`config.mk`:
```
export PLATFORM = sky130hd
export DESIGN_NAME = seg_pipe_adder_flat
export DESIGN_NICKNAME = d
export VERILOG_FILES = /design/src/rtl/seg_pipe_adder_pkg.sv /design/src/rtl/seg_pipe_adder_if.sv /design/src/rtl/seg_pipe_adder_add_stage.sv /design/src/rtl/seg_pipe_adder.sv /design/src/flat_wrapper.sv
export SDC_FILE = /design/constraint.sdc
export NUM_CORES = 1
export LEC_CHECK = 0
export BUFFER_PORTS_ARGS = -buffer_cell sky130_fd_sc_hd__buf_4
export CAP_MARGIN = 20
export CORE_ASPECT_RATIO = 1.1
export CORE_MARGIN = 4
export CORE_UTILIZATION = 51
export CTS_CLUSTER_DIAMETER = 120
export CTS_CLUSTER_SIZE = 16
export DETAILED_ROUTE_END_ITERATION = 12
export PLACE_DENSITY = 0.75
export SLEW_MARGIN = 20
export SYNTH_ARGS = -nofsm -noshare
export SYNTH_HDL_FRONTEND = slang
export SYNTH_SLANG_ARGS = --single-unit
export TNS_END_PERCENT = 5
```
`constraint.sdc`:
```
create_clock -name clk -period 4.3 [get_ports clk]
set_clock_uncertainty 0.05 [all_clocks]
set_input_delay 0.215 -clock clk [delete_from_list [all_inputs] [get_ports clk]]
set_output_delay 0.215 -clock clk [all_outputs]
set_load 0.1 [all_outputs]
```
`src/rtl/seg_pipe_adder_pkg.sv`:
```
// Shared widths and elaboration helpers for the segmented pipelined adder.
package seg_pipe_adder_pkg;

  localparam int DEF_WIDTH = 32;
  localparam int DEF_SEG_W = 8;

  function automatic int nseg(input int width, input int seg_w);
    return (seg_w > 0) ? (width / seg_w) : 0;
  endfunction

  function automatic bit params_ok(input int width, input int seg_w);
    return (seg_w >= 1) && (width >= seg_w) && ((width % seg_w) == 0);
  endfunction

endpackage

```
`src/rtl/seg_pipe_adder_if.sv`:
```
// Operand/result handshake bundle; ovf exists only with SEG_PIPE_ADDER_OVF_EN.
interface seg_pipe_adder_if
  import seg_pipe_adder_pkg::*;
#(
  parameter int WIDTH = DEF_WIDTH
);

  logic             in_valid;
  logic             in_ready;
  logic [WIDTH-1:0] a;
  logic [WIDTH-1:0] b;
  logic             cin;
  logic             out_valid;
  logic             out_ready;
  logic [WIDTH-1:0] sum;
  logic             cout;
`ifdef SEG_PIPE_ADDER_OVF_EN
  logic             ovf;

  modport master (
    output in_valid, a, b, cin, out_ready,
    input  in_ready, out_valid, sum, cout, ovf
  );

  modport slave (
    input  in_valid, a, b, cin, out_ready,
    output in_ready, out_valid, sum, cout, ovf
  );
`else
  modport master (
    output in_valid, a, b, cin, out_ready,
    input  in_ready, out_valid, sum, cout
  );

  modport slave (
    input  in_valid, a, b, cin, out_ready,
    output in_ready, out_valid, sum, cout
  );
`endif

endinterface

```
`src/rtl/seg_pipe_adder_add_stage.sv`:
```
// One registered SEG_W-bit ripple segment: sum, carry and valid advance on en.
module seg_add_stage #(
  parameter int SEG_W = 8
) (
  input  logic             clk,
  input  logic             rst,
  input  logic             en,
  input  logic             vld_in,
  input  logic             cin,
  input  logic [SEG_W-1:0] a_seg,
  input  logic [SEG_W-1:0] b_seg,
  output logic [SEG_W-1:0] sum_seg,
  output logic             cout,
  output logic             vld
);

  logic [SEG_W:0] add_w;

  assign add_w = {1'b0, a_seg} + {1'b0, b_seg} + {{SEG_W{1'b0}}, cin};

  always_ff @(posedge clk or posedge rst) begin
    if (rst) begin
      vld     <= 1'b0;
      cout    <= 1'b0;
      sum_seg <= '0;
    end else if (en) begin
      vld     <= vld_in;
      cout    <= add_w[SEG_W];
      sum_seg <= add_w[SEG_W-1:0];
    end
  end

endmodule

```
`src/rtl/seg_pipe_adder.sv`:
```
// Pipelined segmented adder: one SEG_W slice per stage, operands skewed in, sums deskewed out.
// Optional signed-overflow output is enabled by defining SEG_PIPE_ADDER_OVF_EN.
module seg_pipe_adder
  import seg_pipe_adder_pkg::*;
#(
  parameter int WIDTH = DEF_WIDTH,
  parameter int SEG_W = DEF_SEG_W
) (
  input  logic            clk,
  input  logic            rst,
  seg_pipe_adder_if.slave bus
);

  localparam int NSEG = nseg(WIDTH, SEG_W);

  if (!params_ok(WIDTH, SEG_W)) begin : g_bad_params
    $error("seg_pipe_adder: WIDTH=%0d must be a nonzero multiple of SEG_W=%0d", WIDTH, SEG_W);
  end

  logic             stall;
  logic             en;
  logic [NSEG:0]    cy_c;
  logic [NSEG:0]    vld_c;
  logic [SEG_W-1:0] a_stg [NSEG];
  logic [SEG_W-1:0] b_stg [NSEG];
  logic [SEG_W-1:0] s_stg [NSEG];
  logic [SEG_W-1:0] s_out [NSEG];

  // The whole pipe freezes as one, bubbles included, while the result is refused.
  assign stall        = bus.out_valid & ~bus.out_ready;
  assign en           = ~stall;
  assign bus.in_ready = en;

  assign cy_c[0]       = bus.cin;
  assign vld_c[0]      = bus.in_valid;
  assign bus.out_valid = vld_c[NSEG];
  assign bus.cout      = cy_c[NSEG];

  for (genvar k = 0; k < NSEG; k++) begin : g_seg

    // Segment k is delayed k cycles so it meets the carry rippling out of stage k-1.
    if (k == 0) begin : g_direct
      assign a_stg[k] = bus.a[k*SEG_W +: SEG_W];
      assign b_stg[k] = bus.b[k*SEG_W +: SEG_W];
    end else begin : g_skew
      logic [SEG_W-1:0] a_dly_p [k];
      logic [SEG_W-1:0] b_dly_p [k];

      always_ff @(posedge clk) begin
        if (en) begin
          a_dly_p[0] <= bus.a[k*SEG_W +: SEG_W];
          b_dly_p[0] <= bus.b[k*SEG_W +: SEG_W];
          for (int d = 1; d < k; d++) begin
            a_dly_p[d] <= a_dly_p[d-1];
            b_dly_p[d] <= b_dly_p[d-1];
          end
        end
      end

      assign a_stg[k] = a_dly_p[k-1];
      assign b_stg[k] = b_dly_p[k-1];
    end

    seg_add_stage #(
      .SEG_W (SEG_W)
    ) u_stage (
      .clk     (clk),
      .rst     (rst),
      .en      (en),
      .vld_in  (vld_c[k]),
      .cin     (cy_c[k]),
      .a_seg   (a_stg[k]),
      .b_seg   (b_stg[k]),
      .sum_seg (s_stg[k]),
      .cout    (cy_c[k+1]),
      .vld     (vld_c[k+1])
    );

    // Lower segments finish early and wait NSEG-1-k cycles to line up with the top one.
    if (k == NSEG - 1) begin : g_last
      assign s_out[k] = s_stg[k];
    end else begin : g_deskew
      localparam int L = NSEG - 1 - k;
      logic [SEG_W-1:0] s_dly_p [L];

      always_ff @(posedge clk or posedge rst) begin
        if (rst) begin
          for (int d = 0; d < L; d++) begin
            s_dly_p[d] <= '0;
          end
        end else if (en) begin
          s_dly_p[0] <= s_stg[k];
          for (int d = 1; d < L; d++) begin
            s_dly_p[d] <= s_dly_p[d-1];
          end
        end
      end

      assign s_out[k] = s_dly_p[L-1];
    end

    assign bus.sum[k*SEG_W +: SEG_W] = s_out[k];
  end

`ifdef SEG_PIPE_ADDER_OVF_EN
  logic sa_p;
  logic sb_p;

  // Operand sign bits captured alongside the top stage; a^b^s at the MSB is the carry into it.
  always_ff @(posedge clk or posedge rst) begin
    if (rst) begin
      sa_p <= 1'b0;
      sb_p <= 1'b0;
    end else if (en) begin
      sa_p <= a_stg[NSEG-1][SEG_W-1];
      sb_p <= b_stg[NSEG-1][SEG_W-1];
    end
  end

  assign bus.ovf = sa_p ^ sb_p ^ bus.sum[WIDTH-1] ^ bus.cout;
`endif

endmodule
```
`src/flat_wrapper.sv`:
```
// flat-port wrapper written by rule: the top's interface ports become plain ports
module seg_pipe_adder_flat import seg_pipe_adder_pkg::*;
#(
  parameter int WIDTH = DEF_WIDTH,
  parameter int SEG_W = DEF_SEG_W
)
  (clk, rst, bus_in_valid, bus_a, bus_b, bus_cin, bus_out_ready, bus_in_ready, bus_out_valid, bus_sum, bus_cout);
  seg_pipe_adder_if #(.WIDTH(WIDTH)) bus_i ();
  input  logic clk;
  input  logic rst;
  input wire logic [$bits(bus_i.in_valid)-1:0] bus_in_valid;
  input wire logic [$bits(bus_i.a)-1:0] bus_a;
  input wire logic [$bits(bus_i.b)-1:0] bus_b;
  input wire logic [$bits(bus_i.cin)-1:0] bus_cin;
  input wire logic [$bits(bus_i.out_ready)-1:0] bus_out_ready;
  output wire logic [$bits(bus_i.in_ready)-1:0] bus_in_ready;
  output wire logic [$bits(bus_i.out_valid)-1:0] bus_out_valid;
  output wire logic [$bits(bus_i.sum)-1:0] bus_sum;
  output wire logic [$bits(bus_i.cout)-1:0] bus_cout;
  assign bus_i.in_valid = bus_in_valid;
  assign bus_i.a = bus_a;
  assign bus_i.b = bus_b;
  assign bus_i.cin = bus_cin;
  assign bus_i.out_ready = bus_out_ready;
  assign bus_in_ready = bus_i.in_ready;
  assign bus_out_valid = bus_i.out_valid;
  assign bus_sum = bus_i.sum;
  assign bus_cout = bus_i.cout;
  seg_pipe_adder #(.WIDTH(WIDTH), .SEG_W(SEG_W)) u_core (.clk(clk), .rst(rst), .bus(bus_i));
endmodule
```
Word-level counts from Yosys, hierarchy flattened:

Memory sizes are Yosys's and may differ from the RTL's.
Index checks and enable logic that the tools add are counted.

* muxes and demuxes: 1
* $add $sub $neg: 8
* bitwise operators: 3

Operators by type and width (number)
* 8-bit by 8-bit adder with 9-bit output: 4
* 9-bit by 1-bit adder with 9-bit output: 4
* 1-bit inverter: 2
* 1-bit bitwise AND: 1
* 1-bit 2-to-1 mux: 1

* output and inout bits: 35
* memory bits (writable): 96
* register bits after elaboration: 88
* memories: 6
* word-level logic and storage cells: 36
* input port bits: 69

Memory list
* u_core.g_seg[3].g_skew.a_dly_p: words 3, width 8, read ports 3, clocked after memory_dff 0, write ports 3, RTL line seg_pipe_adder.sv:46 `logic [SEG_W-1:0] a_dly_p [k];`
* u_core.g_seg[3].g_skew.b_dly_p: words 3, width 8, read ports 3, clocked after memory_dff 0, write ports 3, RTL line seg_pipe_adder.sv:47 `logic [SEG_W-1:0] b_dly_p [k];`
* u_core.g_seg[2].g_skew.a_dly_p: words 2, width 8, read ports 2, clocked after memory_dff 0, write ports 2, RTL line seg_pipe_adder.sv:46
* u_core.g_seg[2].g_skew.b_dly_p: words 2, width 8, read ports 2, clocked after memory_dff 0, write ports 2, RTL line seg_pipe_adder.sv:47
* u_core.g_seg[1].g_skew.a_dly_p: words 1, width 8, read ports 1, clocked after memory_dff 0, write ports 1, RTL line seg_pipe_adder.sv:46
* u_core.g_seg[1].g_skew.b_dly_p: words 1, width 8, read ports 1, clocked after memory_dff 0, write ports 1, RTL line seg_pipe_adder.sv:47

Depth between registers and ports, before layout:

Gate-level depths: netlist of the first run.

* depth in word-level cells: 3
* depth in mapped cells: 8
* depth with buffers taken out: 8

Cells and area by module:

Synthesis of the first run repeated with hierarchy kept, for this count alone.

* cells, all modules: 519
* area total of the unflattened synthesis: 7923.8 um^2

By module, submodules not included
* seg_pipe_adder: cells each 217, sequential area each 4083.9 um^2, area each 4865.9 um^2, instances 1
* seg_add_stage (u_core.g_seg[0].u_stage ...): cells each 75, sequential area each 250.2 um^2, area each 764.5 um^2, instances 2
* seg_add_stage (u_core.g_seg[2].u_stage): cells each 77, sequential area each 250.2 um^2, area each 769.5 um^2, instances 1
* seg_add_stage (u_core.g_seg[1].u_stage): cells each 75, sequential area each 250.2 um^2, area each 759.5 um^2, instances 1

Worst setup path before layout of the first run:

Ideal clock, no wire load.

* kind: register -> register
* start: register u_core.g_seg[3].u_stage.vld
* end: register u_core.g_seg[0].u_stage.sum_seg[1]
* data required time: 3.935 ns
* clock period less this slack: 5.450 ns
* buffers on the path: 2
* setup slack: -1.150 ns
* stages on the path, launching flop included: 6
* data arrival time: 5.085 ns
* setup time: 0.315 ns
* cell sequence: dfrtp_1 nor2b_1 clkbuf_1 inv_2 clkbuf_1 a21oi_1

* cells in the longest elaborated chain, start to end: 1

Ends and longest elaborated chain
* start: declaration: RTL line seg_pipe_adder_add_stage.sv:14 `output logic vld`
* start signal: assignment: RTL line seg_pipe_adder_add_stage.sv:27 `vld <= vld_in;`
* 1-bit bitwise AND: RTL line seg_pipe_adder.sv:30 `assign stall = bus.out_valid & ~bus.out_ready;`
* end signal: assignment: RTL line seg_pipe_adder_add_stage.sv:29 `sum_seg <= add_w[SEG_W-1:0];`
* end: declaration: RTL line seg_pipe_adder_add_stage.sv:12 `output logic [SEG_W-1:0] sum_seg,`

Every way passes these cells.
A chain may end at the register's enable or synchronous reset.

Worst setup path in the final report of the first run:

* start: register u_core.g_seg[0].u_stage.cout
* end: register u_core.g_seg[1].u_stage.sum_seg[6]

* cells in the longest elaborated chain, start to end: 1

Ends and longest elaborated chain
* start: declaration: RTL line seg_pipe_adder_add_stage.sv:13 `output logic cout,`
* start signal: assignment: RTL line seg_pipe_adder_add_stage.sv:28 `cout <= add_w[SEG_W];`
* 9-bit by 1-bit adder with 9-bit output: RTL line seg_pipe_adder_add_stage.sv:19 `assign add_w = {1'b0, a_seg} + {1'b0, b_seg} + {{SEG_W{1'b0}}, cin};`
* end signal: assignment: RTL line seg_pipe_adder_add_stage.sv:29
* end: declaration: RTL line seg_pipe_adder_add_stage.sv:12

Every way passes these cells.

==> results of run 1 <==
## registers in the layout, indices dropped and copies added, names as in the netlist
signal / cells
u_core.g_seg.u_stage.cout: 4
u_core.g_seg.g_deskew.s_dly_p: 32
u_core.g_seg.u_stage.vld: 4
u_core.g_seg.u_stage.sum_seg: 32
u_core.g_seg.g_skew.a_dly_p: 48
u_core.bus.sum: 16
u_core.g_seg.g_skew.b_dly_p: 48
## worst reg2reg max path, cell delays in order, from the launching register on
cell	delay (ns)
sky130_fd_sc_hd__dfrtp_1	0.40
sky130_fd_sc_hd__fa_1	0.50
sky130_fd_sc_hd__fa_1	0.44
sky130_fd_sc_hd__a21oi_1	0.23
sky130_fd_sc_hd__o211ai_1	0.15
sky130_fd_sc_hd__a21oi_1	0.22
sky130_fd_sc_hd__xor2_1	0.20
sky130_fd_sc_hd__o21ai_0	0.11
## cell usage in the layout, fill, tap and decap left out, types with 7 or more instances in the layout
master                          synthesis  layout
sky130_fd_sc_hd__a211oi_1              14      14
sky130_fd_sc_hd__a21o_1                10      10
sky130_fd_sc_hd__a21oi_1               13      13
sky130_fd_sc_hd__buf_4                 16     107
sky130_fd_sc_hd__clkbuf_16              0      17
sky130_fd_sc_hd__dfrtp_1               88      88
sky130_fd_sc_hd__dlygate4sd3_1          0      50
sky130_fd_sc_hd__edfxtp_1              96      96
sky130_fd_sc_hd__fa_1                   8       8
sky130_fd_sc_hd__ha_1                  28      28
sky130_fd_sc_hd__inv_1                 14      13
sky130_fd_sc_hd__nand2_1              185     185
sky130_fd_sc_hd__nor2_1                17      17
sky130_fd_sc_hd__nor3_1                 7       7
sky130_fd_sc_hd__o21ai_0               37      37
sky130_fd_sc_hd__xor2_1                12      12
## per-layer routing
layer  vias to the layer above  part of all wire (%)  GRT usage (%)  wire (um)
met5                         -                     0              0          0
met4                         0                   1.8          6.215        227
met3                        25                   4.8          4.357        618
met2                       110                    53          28.89       6827
met1                      2293                    40          18.91       5175
li1                       2334                     -              -          -
## path summary, 6_finish.rpt
path / from / slack [ns] / end
worst max register to register: u_core.g_seg[0].u_stage.cout / 1.85 / u_core.g_seg[1].u_stage.sum_seg[6]
min in group asynchronous: rst / 0.44 / u_core.bus.sum[14]
worst min register to register: u_core.g_seg[3].g_skew.b_dly_p[0][14] / 0.37 / u_core.g_seg[3].g_skew.b_dly_p[0][22]
max in group asynchronous: rst / 3.25 / u_core.g_seg[2].g_deskew.s_dly_p[2]
worst max-delay path: u_core.g_seg[0].u_stage.cout / 1.85 / u_core.g_seg[1].u_stage.sum_seg[6]
worst min-delay path: bus_a[0] / 0.11 / u_core.g_seg[0].u_stage.sum_seg[0]
## metrics by stage
stage	cell area, um^2	power (uW)
finish	9389	7321
global route	9389	7746
CTS	9376	7378
detailed placement	8333	5884
global placement	8333	5773
floorplan	7477	5319
## cells by family after synthesis
logic type	Yosys count	synth area share, %
xor gates and xnor gates	13	1.523
DFF	184	68.02
buffers and inverters	50	3.448
and+or+nand+nor	223	12.08
AOI/OAI and AO/OA	96	8.100
adders and majority gates	36	6.828
## layout make-up
cell class              instances  share of cell area (%)
clock buffers                  18                   4.571
clock inverters                14                   1.319
inverters                      15                  0.7063
multi-input cells             368                   22.80
flip-flops and latches        184                   54.16
well taps                     192                   2.559
repair buffers                157                   13.89
## report_power, final
group / total, uW / switching [uW] / internal (uW) / leakage, uW
Sequential: 2890 / 301 / 2590 / 0.00203
Combinational: 2990 / 2140 / 847 / 0.00192
Clock: 1450 / 646 / 800 / 0.000263
Total: 7320 / 3090 / 4230 / 0.00422
==> impl_summary.log, run 1 <==
INFO  metric ys_types = 30
INFO  metric synth_seq_area_share = 68.02%
INFO  metric path_cells = fa_1, fa_1, a21oi_1, o211ai_1, a21oi_1, xor2_1, o21ai_0
INFO  metric cts_made_buffers = 17
INFO  metric worstSkewPairLatency = 0.43 ns
INFO  metric die_width = around 120 um
INFO  metric max_freq = 0.4084 GHz
INFO  metric synth_area = 7476 um^2
INFO  metric crit_type = register to register
INFO  metric clock_tree.root_cell = sky130_fd_sc_hd__clkbuf_16
INFO  metric cts_post_setup_buffers_inserted = 0
INFO  metric timing_worst_slew_pin_value = between 0.8 and 0.9 ns
INFO  metric critPathTopFamily = adder cells
INFO  metric drv_cap = 0
INFO  metric floorplan.io_pins = 104
INFO  metric clkSinkCount = approximately 180
INFO  metric synthCells = roughly 600
INFO  metric post_cts_resized = 0
INFO  metric route.detailed.vias_per_inst = roughly 5
INFO  metric synth-main-ff-cell = sky130_fd_sc_hd__edfxtp_1
INFO  metric clock_tree.htree_level_count = 4
INFO  metric grt_start_max_net_pins = 96
INFO  metric synth-edff-count = 96
INFO  metric synth_largest_area_cell = sky130_fd_sc_hd__edfxtp_1
INFO  metric drc_errors = 0
INFO  metric setup_total_negative_slack = 0 ns
INFO  metric clkSlewWorstSetupHoldPaths = 0.06 ns
INFO  metric gp_congestion = 0.8670
INFO  metric timing.final.ws_setup = 1.851 ns
INFO  metric timing.hold.ws = roughly 0.11 ns
INFO  metric number_of_endpoints_failing_setup_at_the_final_stage = 0
INFO  metric worst_hold_path.num_cells = 4
INFO  metric die_h = ~130 um
INFO  metric post_route_utilization = around 65%
INFO  metric final_wirelength = 12850 um
INFO  metric minimum_clock_period = 2.449 ns
INFO  metric worst-path-stages = 7
INFO  metric p_leak = 0.004217 uW
INFO  metric initialDrtViolationCount = around 390
INFO  metric initial_utilization = 51.96%
INFO  metric cts_hold_repair.buffers = 49
INFO  metric fill_cells = 1042
INFO  metric ff_latch_area = 5085 um^2
INFO  metric antenna_violating_nets_post_route = 0
INFO  metric yosys_warnings = 0
INFO  metric post-place-cells = 866
INFO  metric design.die.area = 16660 um^2
INFO  metric nNetsFinal = 848
INFO  metric antenna_cells_inserted = 0
INFO  metric postSynthNetCount = 707
INFO  metric dp_hpwl = 8337 um
INFO  metric worst_setup_path_start_kind = register
INFO  metric routedWlPerCell = 13.55 um
INFO  metric synth_top_cells_by_count = 185 x sky130_fd_sc_hd__nand2_1, 96 x sky130_fd_sc_hd__edfxtp_1, 88 x sky130_fd_sc_hd__dfrtp_1
INFO  metric first_global_vias = 4749
INFO  metric synth.avg_cell_area = 12.42 um^2
INFO  metric cts_tree = yes
INFO  metric slowest_cell_on_crit_path = sky130_fd_sc_hd__fa_1
INFO  metric rows = 46
INFO  metric async_flop_share = ~48%
INFO  metric multi_input_gate_area = between 2000 and 2500 um^2
INFO  metric pre_cts_ws = 1.944 ns
INFO  metric slowest_delay = 0.50 ns
INFO  metric finalHoldViolCount = 0
INFO  metric critPathCaptureType = register
INFO  metric drive_gt1_share = a little under a fifth
INFO  metric final.period_utilization = 56.95%
INFO  metric global_route.usage.total = 16.36%
INFO  metric layout-area-overhead-vs-synth = 25.59%
INFO  metric maximum_fanout_encountered_on_the_critical_timing_path = 3
INFO  metric gr-total-overflow = 0
INFO  metric grt_pass1_wl = 21270 um
INFO  metric timing.slew.headroom = 40.75%
INFO  metric rsz_0062_raised_after_global_routing = false
INFO  metric cts.path.max_buffers = 2
INFO  metric post_synth_main_area_contributors = sky130_fd_sc_hd__edfxtp_1 39%, sky130_fd_sc_hd__dfrtp_1 29%, sky130_fd_sc_hd__nand2_1 9.3%, sky130_fd_sc_hd__ha_1 4.7%, sky130_fd_sc_hd__o21ai_0 2.5%
INFO  metric dr.pass1.iters = 4
INFO  metric standard_cell_core_area = 14390 um^2
INFO  metric vias = 4762
INFO  metric antenna_found_initial = 0
INFO  metric drv_slew = 0
INFO  metric hold_class = input pin to register
INFO  metric run_status = complete, no violations
INFO  metric worst-endpoint-required = 4.51 ns
INFO  metric ff2ff_path_depth = 7
INFO  metric worst_ir_drop_vdd = 0.3673 mV
INFO  metric cp_num_buf_inv = 0
INFO  metric power-per-cell-area = 779.7 nW/um^2
INFO  metric final_standard_cell_count_with_taps_included_and_fillers_excluded = 948
INFO  metric synthMostInstantiatedCell = sky130_fd_sc_hd__nand2_1
INFO  metric cp.arrival = 2.66 ns
INFO  metric synth.ff_latch_count = 184
INFO  metric port_buffers = roughly 100
INFO  metric netlist.area_leader.share = between 30% and 40%
(Power assumes the default switching activity.)
==> inputs of run 2 (changes only) <==
--- a/config.mk
+++ b/config.mk
@@ -9,11 +9,11 @@
 export CAP_MARGIN = 20
 export CORE_ASPECT_RATIO = 1.1
 export CORE_MARGIN = 4
-export CORE_UTILIZATION = 51
+export CORE_UTILIZATION = 57
 export CTS_CLUSTER_DIAMETER = 120
 export CTS_CLUSTER_SIZE = 16
 export DETAILED_ROUTE_END_ITERATION = 12
-export PLACE_DENSITY = 0.75
+export PLACE_DENSITY = 0.79
 export SLEW_MARGIN = 20
 export SYNTH_ARGS = -nofsm -noshare
 export SYNTH_HDL_FRONTEND = slang
==> constraint.sdc (replaced) <==
create_clock -name clk -period 2.26 [get_ports clk]
set_clock_uncertainty 0.05 [all_clocks]
set_input_delay 0.113 -clock clk [delete_from_list [all_inputs] [get_ports clk]]
set_output_delay 0.113 -clock clk [all_outputs]
set_load 0.1 [all_outputs]
==> impl_summary.log, run 2 (same netlist as run 1, synthesis figures left out) <==
INFO  metric standard_cell_core_area = 12750 um^2
INFO  metric clock_tree.root_cell = sky130_fd_sc_hd__clkbuf_16
INFO  metric die_h = around 130 um
INFO  metric maximum_fanout_encountered_on_the_critical_timing_path = 3
INFO  metric fill_cells = 776
INFO  metric worst_setup_path_start_kind = register
INFO  metric max_freq = roughly 0.45 GHz
INFO  metric initialDrtViolationCount = 436
INFO  metric antenna_found_initial = 1
INFO  metric cts_made_buffers = 17
INFO  metric worst-endpoint-required = 2.57 ns
INFO  metric routedWlPerCell = 15.85 um
INFO  metric layout_common_cells = 185 x sky130_fd_sc_hd__nand2_1, 113 x sky130_fd_sc_hd__buf_4, 96 x sky130_fd_sc_hd__edfxtp_1
INFO  metric drive_gt1_share = 22.45%
INFO  metric number_of_endpoints_failing_setup_at_the_final_stage = 0
INFO  metric nNetsFinal = 858
INFO  metric p_leak = 0.004312 uW
INFO  metric timing_worst_slew_pin_value = 0.5484 ns
INFO  metric cts_tree = yes
INFO  metric clkSlewWorstSetupHoldPaths = 0.07 ns
INFO  metric final_wirelength = 14640 um
INFO  metric design.die.area = 15010 um^2
INFO  metric grt_start_max_net_pins = 89
INFO  metric clkSinkCount = 184
INFO  metric gp_congestion = 0.8935
INFO  metric timing.hold.ws = ~0.017 ns
INFO  metric final.period_utilization = 97.68%
INFO  metric largest_registers = u_core.g_seg.g_skew.a_dly_p x48, u_core.g_seg.g_skew.b_dly_p x48
INFO  metric timing.slew.headroom = a little under two thirds
INFO  metric rsz_0062_raised_after_global_routing = true
INFO  metric antenna_violating_nets_post_route = 0
INFO  metric run_status = complete, no violations
INFO  metric clock_tree.htree_level_count = 4
INFO  metric drv_cap = 0
INFO  metric worstSkewPairLatency = 0.43 ns
INFO  metric detailroute.wirelength.met2 = approximately 7700 um
INFO  metric r2r_slack = 0.05 ns
INFO  metric vias = slightly below 5000
INFO  metric hold_class = input pin to register
INFO  metric most_common_cell_after_layout_fill_and_taps_aside = sky130_fd_sc_hd__nand2_1
INFO  metric drc_errors = 0
INFO  metric gr-total-overflow = 0
INFO  metric route.detailed.vias_per_inst = 5.326
INFO  metric power-per-cell-area = 1522 nW/um^2
INFO  metric met1_length = 5777 um
INFO  metric floorplan.io_pins = between 100 and 150
INFO  metric pre_cts_ws = -0.02608 ns
INFO  metric grt_pass1_wl = 23980 um
INFO  metric dr.pass1.iters = 5
INFO  metric crit_type = register to register
INFO  metric highest_layer = met4
INFO  metric global_route.usage.total = 20.91%
INFO  metric critPathCaptureType = register
INFO  metric first_global_vias = 4956
INFO  metric rows = 43
INFO  metric cp.arrival = about 2.5 ns
INFO  metric minimum_clock_period = 2.208 ns
INFO  metric cts.path.max_buffers = 2
INFO  metric finalHoldViolCount = 0
INFO  metric drv_slew = 0
INFO  metric initial_utilization = 58.63%
INFO  metric worst_ir_drop_vdd = roughly 0.96 mV
INFO  metric die_width = 117.2 um
INFO  metric met3_wirelength = just over 700 um
INFO  metric dp_hpwl = 8445 um
INFO  metric port_buffers = ~100
INFO  metric layout-area-overhead-vs-synth = 28.07%
INFO  metric timing.final.ws_setup = between 0.05 and 0.06 ns
INFO  metric setup_total_negative_slack = 0 ns
==> run 2: critical path, cell delays in order (launching register included) <==
cell                       delay [ns]
sky130_fd_sc_hd__dfrtp_1         0.40
sky130_fd_sc_hd__fa_2            0.42
sky130_fd_sc_hd__inv_2           0.08
sky130_fd_sc_hd__fa_2            0.23
sky130_fd_sc_hd__nor2b_4         0.05
sky130_fd_sc_hd__o31a_1          0.27
sky130_fd_sc_hd__o311a_1         0.33
sky130_fd_sc_hd__a211oi_2        0.21
sky130_fd_sc_hd__a21o_1          0.10
==> run 2: area by class of cell <==
type,count,area [um^2],area share (%)
antenna,1,2.502,0.02614
tap,157,196.4,2.052
timing repair buffer,167,1419,14.82
sequential,184,5085,53.11
clock inverter,15,191.4,1.999
multi-input combinational,368,2190,22.87
inverter,15,65.06,0.6796
clock buffer,17,425.4,4.443
==> run 2: what timing repair did <==
action	in CTS	in global routing
setup endpoints to repair	5	11
hold buffers	51	0
endpoints found under the hold margin	138	0
gates resized for setup	5	14
buffers inserted	0	1
pin swaps	0	3
==> run 2: stage by stage <==
step / cell area [um^2] / cells / util (%) / power (uW)
final: 9574 / 924 / 75.09 / 14570
after global routing: 9574 / 924 / 75.09 / 15410
after CTS: 9530 / 922 / 74.74 / 14520
after detailed placement: 8388 / 839 / 65.78 / 11310
after global placement: 8388 / 839 / 65.78 / 11080
after floorplan: 7501 / 602 / - / 10110
==> run 2: final timing paths <==
| path | cells past startpoint | from | end |
|---|---|---|---|
| min in group asynchronous | 4 | rst | u_core.bus.sum[15] |
| hold reg to reg | 0 | u_core.g_seg[3].g_skew.a_dly_p[0][14] | u_core.g_seg[3].g_skew.a_dly_p[0][22] |
| hold / removal | 4 | bus_b[0] | u_core.g_seg[0].u_stage.sum_seg[0] |
| setup / recovery | 8 | u_core.g_seg[2].u_stage.cout | u_core.g_seg[3].u_stage.sum_seg[6] |
| setup reg to reg | 8 | u_core.g_seg[2].u_stage.cout | u_core.g_seg[3].u_stage.sum_seg[6] |
| max in group asynchronous | 4 | rst | u_core.g_seg[2].u_stage.sum_seg[5] |
==> run 2: routing by layer <==
metal / vias up / GRT usage (%)
li1: 2358 / -
met1: 2374 / 25.72
met2: 147 / 35.05
met3: 42 / 4.816
met4: 0 / 9.244
met5: - / 0
==> run 2: power by group <==
| part | switching (uW) | internal [uW] |
|---|---|---|
| Combinational | 4190 | 1770 |
| Clock | 1310 | 1770 |
| Sequential | 601 | 4920 |
| Total | 6110 | 8460 |
